$ cat src/rtl/pipeline_stage_skid.sv
// Decode-to-execute pipeline register with a 2-entry skid buffer and a registered in_ready.
// Control is zeroed on bubbles; saturating bubble/stall counters.
module pipeline_stage_skid #(
  parameter int DATA_W = 8,
  parameter int RA_W   = 2,
  parameter int CTRL_W = 13,
  parameter int CNT_W  = 16
) (
  input  logic              clk,
  input  logic              rst,
  input  logic              flush,
  input  logic              in_valid,
  output logic              in_ready,
  input  logic [DATA_W-1:0] in_a,
  input  logic [DATA_W-1:0] in_b,
  input  logic [DATA_W-1:0] in_pc2,
  input  logic [RA_W-1:0]   in_ra,
  input  logic [DATA_W-1:0] in_ea,
  input  logic [CTRL_W-1:0] in_ctrl,
  output logic              out_valid,
  input  logic              out_ready,
  output logic [DATA_W-1:0] out_a,
  output logic [DATA_W-1:0] out_b,
  output logic [DATA_W-1:0] out_pc2,
  output logic [DATA_W-1:0] out_ea,
  output logic [RA_W-1:0]   out_ra,
  output logic [CTRL_W-1:0] out_ctrl,
  output logic [CNT_W-1:0]  bubble_cnt,
  output logic [CNT_W-1:0]  stall_cnt
);

  localparam int BW = 4*DATA_W + RA_W + CTRL_W;

  typedef enum logic [1:0] {EMPTY, ONE, FULL} state_t;

  state_t          state_q, state_d;
  logic [BW-1:0]   main_q, main_d;
  logic [BW-1:0]   skid_q, skid_d;
  logic [BW-1:0]   in_bundle;
  logic [CNT_W-1:0] bubble_q, bubble_d;
  logic [CNT_W-1:0] stall_q, stall_d;
  logic            in_fire, out_fire;

  assign in_bundle = {in_ctrl, in_ea, in_ra, in_pc2, in_b, in_a};

  assign in_ready  = (state_q != FULL) & ~rst;
  assign out_valid = (state_q != EMPTY);
  assign in_fire   = in_valid & in_ready;
  assign out_fire  = out_valid & out_ready;

  always_comb begin
    state_d  = state_q;
    main_d   = main_q;
    skid_d   = skid_q;
    bubble_d = bubble_q;
    stall_d  = stall_q;

    case (state_q)
      EMPTY: begin
        if (in_fire) begin
          state_d = ONE;
          main_d  = in_bundle;
        end
      end
      ONE: begin
        if (in_fire && out_fire) begin
          main_d = in_bundle;
        end else if (in_fire) begin
          state_d = FULL;
          skid_d  = in_bundle;
        end else if (out_fire) begin
          state_d = EMPTY;
        end
      end
      FULL: begin
        if (out_fire) begin
          state_d = ONE;
          main_d  = skid_q;
        end
      end
      default: state_d = EMPTY;
    endcase

    // Flush drops entries but leaves the data registers untouched; only ctrl is gated.
    if (flush) begin
      state_d = EMPTY;
      main_d  = main_q;
      skid_d  = skid_q;
    end

    if (!out_valid && (bubble_q != '1)) bubble_d = bubble_q + CNT_W'(1);
    if (out_valid && !out_ready && (stall_q != '1)) stall_d = stall_q + CNT_W'(1);

    if (rst) begin
      state_d  = EMPTY;
      main_d   = '0;
      skid_d   = '0;
      bubble_d = '0;
      stall_d  = '0;
    end
  end

  always_ff @(posedge clk) begin
    state_q  <= state_d;
    main_q   <= main_d;
    skid_q   <= skid_d;
    bubble_q <= bubble_d;
    stall_q  <= stall_d;
  end

  assign out_a      = main_q[DATA_W-1:0];
  assign out_b      = main_q[2*DATA_W-1:DATA_W];
  assign out_pc2    = main_q[3*DATA_W-1:2*DATA_W];
  assign out_ra     = main_q[3*DATA_W+RA_W-1:3*DATA_W];
  assign out_ea     = main_q[4*DATA_W+RA_W-1:3*DATA_W+RA_W];
  assign out_ctrl   = out_valid ? main_q[BW-1:4*DATA_W+RA_W] : '0;
  assign bubble_cnt = bubble_q;
  assign stall_cnt  = stall_q;

endmodule

$ cat config.mk
export PLATFORM = sky130hd
export DESIGN_NAME = pipeline_stage_skid
export DESIGN_NICKNAME = d
export VERILOG_FILES = /design/src/rtl/pipeline_stage_skid.sv
export SDC_FILE = /design/constraint.sdc
export NUM_CORES = 1
export LEC_CHECK = 0
export ABC_AREA = 1
export CAP_MARGIN = 20
export CELL_PAD_IN_SITES_DETAIL_PLACEMENT = 1
export CELL_PAD_IN_SITES_GLOBAL_PLACEMENT = 2
export CORE_AREA = 2 2 161 163
export DETAILED_ROUTE_END_ITERATION = 10
export DIE_AREA = 0 0 163 165
export PLACE_DENSITY = 0.83
export SLEW_MARGIN = 30
export SYNTH_ARGS = -nofsm -noshare
export SYNTH_HDL_FRONTEND = slang
export SYNTH_SLANG_ARGS = --single-unit
$ cat constraint.sdc
create_clock -name clk -period 1.7 [get_ports clk]
set_input_delay 0.255 -clock clk [delete_from_list [all_inputs] [get_ports clk]]
set_output_delay 0.255 -clock clk [all_outputs]
set_load 0.02 [all_outputs]
* After elaboration in Yosys (flattened, before gate mapping)
Index checks and enable logic that the tools add are counted.
** Storage, ports and cells
- Input bits :: 52
- Word-level logic and storage cells :: 47
- Register bits after elaboration :: 128
- Output and inout port bits :: 81
** Operators by class
- Equal/unequal tests :: 10
- Bitwise operators :: 6
- $add $sub $neg :: 2
- Reductions and logical operators :: 13
- Multiplexer cells :: 11
** Operators with widths (count)
- $mux 47 :: 3
- $pmux 47 s3 :: 1
- $add 16x1->16 const B :: 2
- $ne 16x16->1 const B :: 2
- $mux 13 :: 1
- $mux 2 :: 5
- $ne 2x2->1 const B :: 5
- $reduce_and 4->1 :: 2
- $pmux 2 s3 :: 1
- $reduce_and 5->1 :: 1
- $logic_and 1x1->1 :: 4
- $and 1x1->1 :: 3
- $ne 3x3->1 const B :: 1
- $not 1->1 :: 3
- $reduce_bool 3->1 :: 1
- $eq 2x1->1 const B :: 1
- $eq 2x2->1 const B :: 1
- $logic_not 1->1 :: 2
- $logic_not 2->1 :: 1
- $reduce_bool 2->1 :: 1
- $reduce_or 2->1 :: 1

* Longest topological paths before layout
- Word-level depth :: 6
- Mapped depth :: 10
- Depth with buffers taken out :: 10

* Least setup slack after synthesis
No wires, ideal clock.
- Path kind :: reg-to-reg
- Start point :: register bubble_q[0], in the netlist bubble_cnt[0]
- End point :: register bubble_q[3], in the netlist bubble_cnt[3]
- Required time :: 1.630 ns
- Buffers on the path :: 1
- Arrival time :: 1.773 ns
- Library setup time :: 0.070 ns
- Slack :: -0.143 ns
- Stages on the path, launching flop included :: 9
- Period minus slack after synthesis :: 1.843 ns
- Path through :: dfxtp_1 > ha_1 > nand3_1 > inv_1 > nand2_1 > o21ai_0 > buf_2 > nand2_1 > a21oi_1
** On the way
- Cells in the longest elaborated chain, start to end :: 2
- Elaborated cells between the ends (all ways) :: 3
- Classes of those cells :: add/sub (1); eq/ne (1); reduce/logical (1)
** Ends and longest elaborated chain
- start, declared :: line 40 : logic [CNT_W-1:0] bubble_q, bubble_d;
- start signal, assigned :: line 107 : bubble_q <= bubble_d;
- branches (longest 2 deep; another with $add 16x1->16)
Parallel ways; which one is timed is not known.
A chain may end at the register's enable or synchronous reset.

* Final worst setup path
- Start point :: register state_q[1]
- End point :: output out_ctrl[11]
** On the way
- Cells in the longest elaborated chain, start to end :: 2
** Ends and longest elaborated chain
- start, declared :: line 36 : state_t state_q, state_d;
- start signal, assigned :: line 104 : state_q <= state_d;
- $reduce_bool 2->1 :: line 47 : assign out_valid = (state_q != EMPTY);
- $mux 13 :: line 116 : assign out_ctrl = out_valid ? main_q[BW-1:4*DATA_W+RA_W] : '0;
- end, declared :: line 27 : output logic [CTRL_W-1:0] out_ctrl,
Every way passes these cells.

==> run summary <==
CTS
-----------------------------------------------------------------------------------------------
Later-pin clock latency in the skew report                                              0.43 ns
Buffer levels on the longest clock path                                                       2
Clock buffers created by TritonCTS                                                           17
Clock input transition at the sequential cells of the worst setup and hold paths        0.06 ns
Clk Tree Root Cell                                                                 sky130_fd_sc_hd__clkbuf_16
H-tree lvl count                                                                              4
Number of buffers inserted by hold repair at cts                                              0
Clock tree from TritonCTS                                                                   yes
Number of sinks driven by the clock tree                                                    128

DIE
-----------------------------------------------------------------------------------------------
Core box area                                                                         25000 um2
Chip Width                                                                               163 um
Row cnt                                                                                      58
Full die area                                                                         26900 um2
Top-level port count                                                                        133
Initial core utilization                                                                  0.249
Vertical die dimension                                                                   165 um

GLOBAL ROUTE
-----------------------------------------------------------------------------------------------
Combined global-route utilization of all metal layers                                     0.151
Initial antenna violation count                                                               1
GRT overflow                                                                                  0
Vias in the first global route                                                             6250
Wire length of the first global-routing pass                                           31900 um
Pin count of the biggest net entering global routing                                         62

YOSYS
-----------------------------------------------------------------------------------------------
Proportion of register bits with asynchronous set or reset after synthesis                    0
Leading cell types by count after synthesis                                        sky130_fd_sc_hd__nand2_1, sky130_fd_sc_hd__dfxtp_1, sky130_fd_sc_hd__a21oi_1
Fraction of synthesized cell area taken by the top area cell type                         0.412
Sequential fraction of the synthesis area                                                 0.412
Unique cell type count in the Yosys netlist                                                  25
Post-synth top flop                                                                sky130_fd_sc_hd__dfxtp_1
Largest area contributor in the synthesized netlist                                sky130_fd_sc_hd__dfxtp_1
Synth Net Count                                                                             975
Post-Syn Instances                                                                          921
Mapped Avg Cell Area                                                                   6.76 um2
Mapped Area                                                                            6220 um2
Most frequent cell after synthesis                                                 sky130_fd_sc_hd__nand2_1
Number of enable flip-flop cells after synthesis                                              0
Post-synthesis sequential element count                                                     128
Number of warning messages in the yosys log                                                   0
Cell types with the largest area share after synthesis                             sky130_fd_sc_hd__dfxtp_1, sky130_fd_sc_hd__nand2_1, sky130_fd_sc_hd__a21oi_1

CELLS AND AREA
-----------------------------------------------------------------------------------------------
Number of diodes added for antenna fixing                                                     0
Number of nets in the final layout                                                         1100
Final core utilization                                                                    0.350
Fraction of layout cells with a size suffix above 1                                       0.135
Growth of design area from synthesis to finish                                            40.8%
Filler cells                                                                               3096

FLOW RUN
-----------------------------------------------------------------------------------------------
Number of violations of the max-capacitance limit                                             0

CRITICAL PATH
-----------------------------------------------------------------------------------------------
Endpoint kind of the worst setup timing path                                        output port
Setup slack on the worst flop-to-flop path                                              0.03 ns
Start-to-end type of the worst setup path                                          flip-flop to output port
Critical path data arrival time                                                         1.42 ns
Worst Setup Start Kind                                                                flip-flop
Top fanout value on the critical path                                                         4
Required time at the worst-slack endpoint                                               1.44 ns

PWR
-----------------------------------------------------------------------------------------------
Power Density                                                                        857 nW/um2
Sw Pwr                                                                                  1.85 mW
Sequential cell fraction of total power                                                   0.413
Power Total                                                                             7.51 mW
Peak ir drop on the vdd network                                                        0.523 mV
Part of the power in combinational logic                                                  0.094
Sw frac                                                                                   0.246
Internal cell power                                                                     5.66 mW
Relative contribution of the clock network to total power                                 0.494
Reported leakage power                                                                  3.66 nW

STA
-----------------------------------------------------------------------------------------------
Final-report setup violation count                                                            0
Setup repair after global routing missed its margin                                        true
Transition time at the pin with the least slew margin                                  0.346 ns
Final worst hold slack                                                                 0.310 ns
TNS Setup                                                                                  0 ns
Worst Skew                                                                           0.00801 ns
Final Critical Period                                                                   1.68 ns
Slew Limit Headroom                                                                       0.769
Final cycle utilization of the critical path                                              0.988
Hold Fails Final Rpt                                                                          0
Max Transition Viols Final                                                                    0
Max frequency                                                                         0.595 GHz

PLACE
-----------------------------------------------------------------------------------------------
Placer congestion estimate                                                                0.742
Total half-perimeter wirelength after legalization and detailed placement              13900 um
Count of input and output buffers                                                           132

RUN STATUS
-----------------------------------------------------------------------------------------------
Outcome                                                                            finished, final reports clean

ROUTING
-----------------------------------------------------------------------------------------------
Remaining antenna violation count after routing                                               0
Post-DR vias/cell                                                                          4.53
Vias                                                                                       6292
DR pass1 iterations                                                                           4
Starting DRT DRC Count                                                                      266
Mean routed wirelength per cell                                                         14.6 um
Remaining routing DRC violations                                                              0
Routed Wire Length                                                                     20300 um

WORST HOLD PATH
-----------------------------------------------------------------------------------------------
Classification of the worst-slack hold path                                        input pin to flip-flop

power groups by stage:
stage | clock [mW] | combinational [mW] | sequential (mW)
4_1_cts | 3.83 | 0.687 | 3.10
3_3_place_gp | 0 | 0.682 | 3.17
6_report | 3.71 | 0.704 | 3.10
3_5_place_dp | 0 | 0.689 | 3.17
2_1_floorplan | 0 | 0.349 | 3.17
5_1_grt | 3.97 | 0.778 | 3.10
worst max-delay path, stage by stage (launching register included):
cell and delay, ns:
sky130_fd_sc_hd__dfxtp_4 0.36, sky130_fd_sc_hd__nor2_4 0.18, sky130_fd_sc_hd__buf_6 0.14, sky130_fd_sc_hd__buf_4 0.12, sky130_fd_sc_hd__nor2_1 0.04, sky130_fd_sc_hd__buf_4 0.15
through the flow:
stage | cells | setup slack, ns | area, um2
5_1_grt | 1389 | -0.0693 | 8760
2_1_floorplan | 921 | 0.0721 | 6230
4_1_cts | 1383 | 0.00534 | 8600
6_report | 1389 | 0.0203 | 8760
3_3_place_gp | 1347 | -0.0650 | 8020
3_5_place_dp | 1347 | -0.131 | 8020
metal layers:
| metal | up-vias | track usage | routed length [um] |
|---|---|---|---|
| li1 | 3189 | - | - |
| met1 | 2981 | 0.185 | 9370 |
| met2 | 106 | 0.258 | 9780 |
| met3 | 16 | 0.0422 | 897 |
| met4 | 0 | 0.0426 | 219 |
| met5 | - | 0 | 0 |
final cells by class:
class / count / area [um2] / share of cell area
timing repair buffer: 194 / 1920 / 0.219
sequential: 128 / 2570 / 0.294
clock buffer: 20 / 467 / 0.0533
inverter: 88 / 333 / 0.0380
tap: 330 / 413 / 0.0471
multi-input combinational: 617 / 2920 / 0.333
clock inverter: 12 / 134 / 0.0153
layout by cell type, fill, tap and decap left out, drive strengths merged, types with 7 or more instances in the layout:
cell	instances
clkinv	7
nand3	11
inv	89
clkdlybuf4s50	72
o21ai	105
buf	66
nand2	236
clkbuf	31
dfxtp	128
xnor2	8
nor2	100
nand4	44
a21oi	104
dlygate4sd2	37
dlymetal6s2s	7
worst paths after layout:
check	cells past startpoint	to	start
worst max-delay path	5	out_ctrl[11]	state_q[1]
worst min-delay path	5	state_q[1]	rst
worst max register to register	9	main_q[22]	state_q[1]
worst min register to register	2	skid_q[38]	skid_q[38]
logic make-up after synthesis:
logic type	Yosys count	share of synthesized area
AND/OR/NAND/NOR	392	0.263
AO/OA/AOI/OAI	210	0.171
buffers and inverters	176	0.132
flip-flops	128	0.412
XOR/XNOR	13	0.0183
adder cells (fa/ha/maj)	2	0.00402
sequential cells by signal, summed over array words and instances (netlist names):
signal	cells
stall_cnt	16
state_q	2
skid_q	47
main_q	47
bubble_cnt	16
what timing repair did:
item	4_1_cts	5_1_grt
setup endpoints to repair	52	105
resized for setup	81	67
setup buffers	4	1
cloned	0	5
pin swaps	2	4
Note: power is estimated with default switching activity, not from simulation.
==> variant 1: new RTL, same flow settings <==
Put one more register stage on the output `stall_cnt`, without a reset. The value now appears one clock later. The other outputs are not delayed to match.
--- a/src/rtl/pipeline_stage_skid.sv
+++ b/src/rtl/pipeline_stage_skid.sv
@@ -115,7 +115,9 @@
   assign out_ea     = main_q[4*DATA_W+RA_W-1:3*DATA_W+RA_W];
   assign out_ctrl   = out_valid ? main_q[BW-1:4*DATA_W+RA_W] : '0;
   assign bubble_cnt = bubble_q;
-  assign stall_cnt  = stall_q;
+  always_ff @(posedge clk) begin
+    stall_cnt <= stall_q;
+  end
 
 endmodule
 
Function: changed (Yosys sat finds a counterexample within 4 cycles, from zero or initial values and one cycle with rst high).
==> variant 1 against the unedited design <==
Setup slack better by 0.023 ns; total power up 6.9%; non-clock buffer count up 1; routed wire length up 2.1%; sequential cell count up 16; area after synthesis up 9.7%; cell area up 5.9%; sequential share of layout area up 1.7 points.
==> variant 1: results (changes against the unedited design) <==
synthesized instance count=984 (+6.8%); Finished Cell Area=0.00928 mm2 (+5.9%); multi-input gates=667 (+8.1%); crit path launch=main_q[30]; Synth Area in Compound Gates=16.1% (-0.99 points); number of gates resized after CTS=78 (-3.7%); largest cells by area after synthesis=dfxtp_1 (42%), nand2_1 (13%), a21oi_1 (8.4%); R2R Path End=main_q[6]; WL final=20700 um (+2.1%); CP max stage cell=clkdlybuf4s50_1; vias in the first global route=6317 (+1.1%); routed wl met3=1010 um (+12%); Signal buffers=195 (+0.52%); Post-synth top cells=nand2_1 (231), dfxtp_1 (144), nor2_1 (129); met3 Use GR=4.29% (+0.075 points); clock skew=0.0131 ns (+0.00505 ns); routed via count=6535 (+3.9%); DR iter-0 viols=205 (-23%); Fill cells=3100 (+0.13%); Layout clock area frac=6.08% (-0.78 points); actual slew at the worst max-slew pin=0.510 ns (+0.164 ns); post-CTS setup buffers=2 (-2); worst vdd ir=393 uV (-25%); largest net degree at the start of global routing=88 (+42%); Max FO, Critical Path=2 (-2); multi-input combinational area share=34.2% (+0.90 points); met2 wire length=9690 um (-0.92%); crit-path max cell delay=0.62 ns (+0.26 ns); inverter count=81 (-8.0%); hold_sp=stall_q[14]; met1 wire length=9800 um (+4.6%); xor/xnor share of the synthesized area=1.54% (-0.29 points); routability cong.=0.782 (+5.4%); clock buf count=21 (+5.0%); M2 GR Usage=25.6% (-0.21 points); WHS Path Cells=0 (-5); Final non-clock buffer share=20.8% (-1.1 points); final std cells w/o fill=1448 (+4.2%); FF-to-FF setup slack=0.08 ns (+0.05 ns); Leakage=3.76 nW (+2.7%); GRT Total Usage=15.1% (+0.050 points); hold_ws=0.415 ns (+0.105 ns); status=completed; post-synthesis sequential area ratio=42.2% (+1.0 points); detailed placer's ending HPWL=13900 um (+0.49%); Worst Hold Class=reg -> reg; fraction of the mapped netlist area in adder cells=0.367% (-0.036 points); met1 Resource Use GR=18.8% (+0.25 points); diode count=1 (+1); NumNets Final=1160 (+5.5%); WHS Endpoint=stall_cnt[14]
variant 1: cell count changes after synthesis, sizes merged, moves of 2 or more:
cell,before,now
nand3,11,16
buf,60,67
a21oi,104,115
nand3b,0,47
nand2,236,232
clkbuf,28,25
nand4,44,8
dfxtp,128,144
o21ai,105,99
nor3,1,3
inv,88,81
nor2,100,130
variant 1: power by group:
part           switching, W  total [W]  internal (W)
clock               0.00148    0.00363       0.00215
combinational      0.000450   0.000876      0.000426
sequential        0.0000550    0.00352       0.00347
total               0.00199    0.00803       0.00604
variant 1: worst max path at each step:
| stage | slack, ns | cells after the start | end |
|---|---|---|---|
| floorplan | 0.02 | 9 | bubble_cnt[11] |
| global placement | -0.26 | 9 | main_q[1] |
| detailed placement | -0.29 | 9 | main_q[6] |
| CTS | -0.001 | 5 | out_ctrl[1] |
| global route | -0.03 | 5 | out_ctrl[1] |
| finish | 0.04 | 1 | out_ea[4] |
==> variant 2: new RTL, same settings <==
Made on the original files. Change the parameter `RA_W` from 2 to 3.
--- a/src/rtl/pipeline_stage_skid.sv
+++ b/src/rtl/pipeline_stage_skid.sv
@@ -2,7 +2,7 @@
 // Control is zeroed on bubbles; saturating bubble/stall counters.
 module pipeline_stage_skid #(
   parameter int DATA_W = 8,
-  parameter int RA_W   = 2,
+  parameter int RA_W   = 3,
   parameter int CTRL_W = 13,
   parameter int CNT_W  = 16
 ) (
Interface: changed (resized in_ra and out_ra); port bits go from 133 to 135. No check against the original RTL was run, so the function may have changed too.
==> variant 2 against the unedited design <==
Global-route usage up 0.28 points; synthesized cell count rose by 1.1%; routed wire length grew 0.47%; worst hold slack lost 0.033 ns; total power is 5.2% higher; critical endpoint is now out_pc2[2]; largest power group unchanged; area after synthesis grew 2.7%; setup slack better by 0.013 ns; sequential cell count increased by 2; cell area is 1.3% higher.
==> variant 2: results (changes against the unedited design) <==
status=completed; RR Startpoint=state_q[0]; NumNets Final=1114 (+1.3%); DR iter-0 viols=265 (-0.38%); Avg WL per Cell=14.5 um (-0.32%); Synth Area in Compound Gates=17.1% (-0.057 points); Signal buffers=199 (+2.6%); Sink Count=130 (+1.6%); clock skew=0.0100 ns (+0.00202 ns); Fill cells=3085 (-0.36%); FF-to-FF path depth=8 (-1); Multi-input gate area=0.00292 mm2 (+0.17%); actual slew at the worst max-slew pin=0.378 ns (+0.0317 ns); largest net degree at the start of global routing=55 (-11%); Port Buffers=134 (+1.5%); crit-path max cell delay=0.63 ns (+0.27 ns); Final non-clock buffer share=22.0% (+0.082 points); multi-input gates=621 (+0.65%); Post-DP Area=0.00818 mm2 (+1.9%); Vias/cell=4.48 (-1.1%); detailed placer's ending HPWL=14100 um (+1.6%); seq pwr=0.00314 W (+1%); Layout clock area frac=7.20% (+0.35 points); setup slack at placement=-0.139 ns (-0.00776 ns); xor/xnor share of the synthesized area=1.78% (-0.048 points); initial antenna violation count=0 (-1); Logic pwr share=9.0% (-0.4 points); layout cells sized above 1=12.9% (-0.61 points); multi-input combinational area share=32.9% (-0.38 points)
-- variant 2: cell count changes after synthesis, sizes merged, moves of 2 or more --
cell / change
clkbuf: -7
nor3: +2
buf: +9
a21oi: +3
xnor2: -2
dfxtp: +2
nand2: -2
inv: +2
xor2: +2
-- variant 2: timing repair --
| item | 4_1_cts | 5_1_grt |
|---|---|---|
| resized for setup | 96 | 53 |
| cloned | 2 | 0 |
| setup endpoints to repair | 47 | 90 |
| buffers inserted | 0 | 3 |
| pin swaps | 2 | 2 |
-- variant 2: how the worst min path moves through the flow --
stage	from	to	cells after the start
CTS	rst	main_q[33]	3
finish	rst	main_q[30]	3
global placement	skid_q[26]	skid_q[26]	2
detailed placement	skid_q[24]	skid_q[24]	2
floorplan	out_ready	state_q[1]	1
global route	rst	main_q[33]	3
-- variant 2: layer usage --
metal	track usage [%]	part of all wire, %	vias up
li1	-	-	3220
met5	0	0	-
met3	3.29	3.3	22
met2	26.2	47	96
met4	4.67	1.4	0
met1	19.5	48	2934
